**src/rtl/ripple_cap_pkg.sv**
```systemverilog
// Shared types and defaults for the ripple counter capture block.
// Latency: n/a (package). Backpressure: n/a.
package ripple_cap_pkg;

    localparam int DEF_CNT_W      = 3;
    localparam int DEF_EXT_W      = 16;
    localparam int DEF_STABLE_CYC = 2;
    localparam int STAB_W         = 4;

    typedef enum logic {
        ST_INIT  = 1'b0,
        ST_TRACK = 1'b1
    } cap_state_t;

endpackage

```
**src/rtl/vec_sync_2ff.sv**
```systemverilog
// Per-bit two-flop synchronizer for a W-bit vector.
// Latency: 2 clk. Backpressure: none, samples every cycle.
module vec_sync_2ff #(
    parameter int W = 3
) (
    input  logic         clk,
    input  logic         rst_n,
    input  logic [W-1:0] i_dat,
    output logic [W-1:0] o_dat
);

    logic [W-1:0] r_s1;
    logic [W-1:0] r_s2;

    always_ff @(posedge clk or negedge rst_n) begin
        if (!rst_n) begin
            r_s1 <= '0;
            r_s2 <= '0;
        end else begin
            r_s1 <= i_dat;
            r_s2 <= r_s1;
        end
    end

    assign o_dat = r_s2;

endmodule

```
**src/rtl/ripple_count_capture.sv**
```systemverilog
// Syncs and filters a ripple counter, extends it to an EXT_W event count; SKIP_DETECT_EN adds skip_err.
// Latency: outputs update 2+STABLE_CYC clk after cnt_in settles. Backpressure: none, clr has priority.
module ripple_count_capture
    import ripple_cap_pkg::*;
#(
    parameter int CNT_W      = DEF_CNT_W,
    parameter int EXT_W      = DEF_EXT_W,
    parameter int STABLE_CYC = DEF_STABLE_CYC
) (
    input  logic             clk,
    input  logic             rst_n,
    input  logic [CNT_W-1:0] cnt_in,
    input  logic             clr,
    output logic [CNT_W-1:0] cnt_sync,
    output logic [EXT_W-1:0] ext_cnt,
    output logic             upd,
    output logic             wrap,
    output logic             ovf,
    output logic             skip_err
);

    localparam logic [STAB_W-1:0] STAB_MAX = STAB_W'(STABLE_CYC);
    localparam logic [STAB_W-1:0] STAB_PRE = STAB_W'(STABLE_CYC - 1);

    logic [CNT_W-1:0] w_s2;
    logic [CNT_W-1:0] r_cand;
    logic [STAB_W-1:0] r_stab;
    logic [1:0]       r_sync_vld;
    logic             w_same;
    logic             w_accept;
    logic [CNT_W-1:0] w_delta;
    logic [EXT_W:0]   w_sum;

    cap_state_t       r_state;
    logic [CNT_W-1:0] r_sync;
    logic [EXT_W-1:0] r_ext;
    logic             r_upd;
    logic             r_wrap;
    logic             r_ovf;

    vec_sync_2ff #(.W(CNT_W)) u_sync (
        .clk   (clk),
        .rst_n (rst_n),
        .i_dat (cnt_in),
        .o_dat (w_s2)
    );

    // The zeros flushed through the synchronizer by reset are not real samples.
    always_comb begin
        w_same   = (w_s2 == r_cand);
        w_accept = 1'b0;
        if (r_sync_vld[1]) begin
            w_accept = w_same ? (r_stab == STAB_PRE) : (STABLE_CYC == 1);
        end
    end

    always_ff @(posedge clk or negedge rst_n) begin
        if (!rst_n) begin
            r_cand     <= '0;
            r_stab     <= '0;
            r_sync_vld <= '0;
        end else begin
            r_sync_vld <= {r_sync_vld[0], 1'b1};
            if (clr) begin
                r_stab <= '0;
            end else if (r_sync_vld[1]) begin
                if (!w_same) begin
                    r_cand <= w_s2;
                    r_stab <= STAB_W'(1);
                end else if (r_stab != STAB_MAX) begin
                    r_stab <= r_stab + 1'b1;
                end
            end
        end
    end

    assign w_delta = w_s2 - r_sync;
    assign w_sum   = {1'b0, r_ext} + (EXT_W+1)'(w_delta);

    always_ff @(posedge clk or negedge rst_n) begin
        if (!rst_n) begin
            r_state <= ST_INIT;
            r_sync  <= '0;
            r_ext   <= '0;
            r_upd   <= 1'b0;
            r_wrap  <= 1'b0;
            r_ovf   <= 1'b0;
        end else begin
            r_upd  <= 1'b0;
            r_wrap <= 1'b0;
            if (clr) begin
                r_state <= ST_INIT;
                r_ext   <= '0;
                r_ovf   <= 1'b0;
            end else if (w_accept) begin
                case (r_state)
                    ST_INIT: begin
                        r_sync  <= w_s2;
                        r_state <= ST_TRACK;
                    end
                    ST_TRACK: begin
                        if (w_s2 != r_sync) begin
                            r_ext  <= w_sum[EXT_W-1:0];
                            r_sync <= w_s2;
                            r_upd  <= 1'b1;
                            r_wrap <= (w_s2 < r_sync);
                            if (w_sum[EXT_W]) begin
                                r_ovf <= 1'b1;
                            end
                        end
                    end
                    default: r_state <= ST_INIT;
                endcase
            end
        end
    end

`ifdef SKIP_DETECT_EN
    logic r_skip;

    always_ff @(posedge clk or negedge rst_n) begin
        if (!rst_n) begin
            r_skip <= 1'b0;
        end else if (clr) begin
            r_skip <= 1'b0;
        end else if (w_accept && (r_state == ST_TRACK) && (w_delta > CNT_W'(1))) begin
            r_skip <= 1'b1;
        end
    end

    assign skip_err = r_skip;
`else
    assign skip_err = 1'b0;
`endif

    assign cnt_sync = r_sync;
    assign ext_cnt  = r_ext;
    assign upd      = r_upd;
    assign wrap     = r_wrap;
    assign ovf      = r_ovf;

endmodule

```
**config.mk**
```make
export PLATFORM = sky130hd
export DESIGN_NAME = ripple_count_capture
export DESIGN_NICKNAME = d
export VERILOG_FILES = /design/src/rtl/ripple_cap_pkg.sv /design/src/rtl/vec_sync_2ff.sv /design/src/rtl/ripple_count_capture.sv
export SDC_FILE = /design/constraint.sdc
export NUM_CORES = 1
export LEC_CHECK = 0
export CORE_ASPECT_RATIO = 0.6
export CORE_UTILIZATION = 40
export CTS_BUF_LIST = sky130_fd_sc_hd__clkbuf_4
export DETAILED_ROUTE_END_ITERATION = 8
export PLACE_DENSITY = 0.7
export SYNTH_ARGS = -nofsm -noshare
export SYNTH_HDL_FRONTEND = slang
export SYNTH_SLANG_ARGS = --single-unit
```
**constraint.sdc**
```tcl
create_clock -name clk -period 3.8 [get_ports clk]
set_input_delay 0.57 -clock clk [delete_from_list [all_inputs] [get_ports clk]]
set_output_delay 0.57 -clock clk [all_outputs]
set_load 0.005 [all_outputs]
```
==> results.toml <==
[clock_network]
clockRootBuffer = "clkbuf_4"
cts.path.max_buffers = 2
cts.htree.levels = 2
clock_sinks = 38
clk_latency_ns = 0.35
cts.clk_slew.worst_paths_ns = 0.12
hold_buffers = 0
cts_resized = 0
cts_tree = "yes"
post_cts_buffers = 0
cts_buffers = 5

[floorplan]
io_pins = 29
core_area_um2 = 4560
die_w_um = 91.1
start_util = 0.418
dieArea_um2 = 5060
die_h_um = 55.5
std_cell_rows = 19

[final_layout]
drive_above_1_share = 0.101
utilization = 0.508
syn2layout_area_growth_pct = 21.5
nets = 223
antenna-diode-count = 0
nFillCells = 407

[synthesis]
synth.area.top_cells = "dfrtp_1, xnor2_1, ha_1, nor2_1, inv_1"
avgSynthCellArea_um2 = 10.9
synth_top_area_frac = 0.499
yosysMostFrequentCell = "dfrtp_1"
ys.flop_type = "dfrtp_1"
yosysTopAreaCell = "dfrtp_1"
synth_nets = 192
synthCells = 175
seq_area_frac_synth = 0.499
synth_edf_count = 0
synth_area_um2 = 1910
ys.warnings.count = 0
ys_ff_latch = 38
ys_async_sr_fraction = 1.00
yosys-top-cells-count = "dfrtp_1, nor2_1, xnor2_1"
synthDistinctLibCells = 40

[critical_path]
worstSetupStartpointType = "flop"
critPathMaxFanout = 4
worstSetupStartpoint = "u_sync.o_dat[0]"
path_class = "reg -> reg"
worstSetupEndpointType = "flop"
critical_path_arrival_ns = 2.90
worstPathRequired_ns = 4.05
r2r-start = "u_sync.o_dat[0]"

[route]
totalWireLength_um = 3290
drcViolationCount = 0
wl_per_cell_um = 12.2
avgViaCountPerCell = 4.80
vias = 1295
firstDrtPassIters = 4
drt_iter0_drc = 51
ant_nets = 0

[placed_design]
io_buffers = 27
pre_cts_slack_ns = 1.13
routabilityCongestion = 0.737
dp.final_hpwl_um = 2400

[timing]
whs_ns = 0.293
tns_ns = 0
layout_min_cycle_time_ns = 2.64
maxSlewHeadroom = 0.463
fin_crit_sh = 0.695
final.setup.worst_slack_ns = 1.16
final_hold_viol_count = 0
drv_slew = 0
rsz0062_at_grt = "no"
setup_viol = 0
fmaxAchievable_mhz = 379
skew_ns = 0.00632
worst_slew_pin_slew_ns = 0.805

[power]
comb_power_share = 0.212
p_sw_frac = 0.280
leakage_nw = 0.993
p_switching_uw = 257
clkPwrFrac = 0.300
vdd_drop_max_mv = 0.198
p_per_area_nw_per_um2 = 396
finalPower_uw = 918
sequentialPowerShare = 0.488
p_int_uw = 661

[global_route]
use_met1 = 0.228
use_met3 = 0.0523
grt_remaining_overflow = 0
antenna_found_initial = 0
grt_pass1_wl_um = 5720
use_met2 = 0.190
grt_pass1_vias = 1145
grt_usage = 0.148
grt_max_degree = 39
busiest_layer = "met1"

[hold_path]
hp-class = "in -> async"

[outcome]
status = "complete, no violations"

[job]
timing.max_cap.violations = 0
[per-layer routing]
metal	share of wire	vias to the layer above	wire length [um]
met3	0.060	7	199
met2	0.38	26	1250
met4	0.011	0	35
li1	-	660	-
met1	0.55	602	1800
met5	0	-	0
[cell families after synthesis]
family / Yosys count / share of synthesized area
muxes: 7 / 0.0440
and+or+nand+nor: 63 / 0.188
xor gates and xnor gates: 18 / 0.0827
other: 2 / 0.00394
AOI/OAI and AO/OA: 20 / 0.0696
DFF: 38 / 0.499
adders and majority gates: 11 / 0.0801
buffers and inverters: 16 / 0.0335
[state kept, by name, indices dropped and copies added, names as in the netlist]
name	count
r_cand	3
u_sync.o_dat	3
cnt_sync	3
r_stab	4
u_sync.r_s1	3
ext_cnt	16
r_sync_vld	2
r_state	1
wrap	1
ovf	1
upd	1
[area by class of cell]
type	instances	area [um2]	share of cell area
clock buffers	5	37.5	0.0162
clock inverters	3	40.0	0.0173
inverters	12	45.0	0.0194
multi-input cells	121	892	0.385
flip-flops and latches	38	951	0.410
well taps	63	78.8	0.0340
repair buffers	28	273	0.118
[stage by stage]
stage / cells / area, um2
global route: 270 / 2320
floorplan: 175 / 1910
CTS: 270 / 2320
detailed placement: 262 / 2240
global placement: 262 / 2240
finish: 270 / 2320
[critical path, cell delays in order (launching register included)]
cell and delay (ns):
dfrtp_1 0.42, inv_1 0.08, ha_1 0.13, inv_1 0.06, fa_1 0.38, xor2_1 0.17
ha_1 0.34, and3_1 0.19, o2111ai_1 0.19, nor3_2 0.26, a21oi_1 0.10, a31o_2 0.22
[power by group through the flow]
stage / combinational, mW / clock (mW) / sequential (mW)
floorplan: 0.132 / 0 / 0.454
global placement: 0.194 / 0 / 0.456
detailed placement: 0.198 / 0 / 0.456
CTS: 0.199 / 0.283 / 0.448
global route: 0.229 / 0.304 / 0.452
finish: 0.195 / 0.275 / 0.448
[worst paths after layout]
path,end,slack (ns),depth (start not counted)
min reg2reg,u_sync.o_dat[0],0.36,0
max,ext_cnt[15],1.16,11
min,ext_cnt[0],0.29,1
min in group clk,u_sync.o_dat[0],0.36,0
max reg2reg,ext_cnt[15],1.16,11
max in group asynchronous,r_sync_vld[0],3.00,1
[cell usage in the layout (no fill, tap or decap), types with 3 or more instances in the layout]
cell,netlist,layout
nand3_1,5,5
nand2_1,7,7
mux2_2,3,3
nor3_1,6,6
clkdlybuf4s50_1,0,26
nor2_1,22,22
xnor2_1,16,16
dfrtp_1,38,38
ha_1,9,9
nor4_1,6,6
a21oi_1,6,6
inv_1,12,12
a21o_1,4,4
clkbuf_4,0,5
Power figures use the tool's default switching activity.
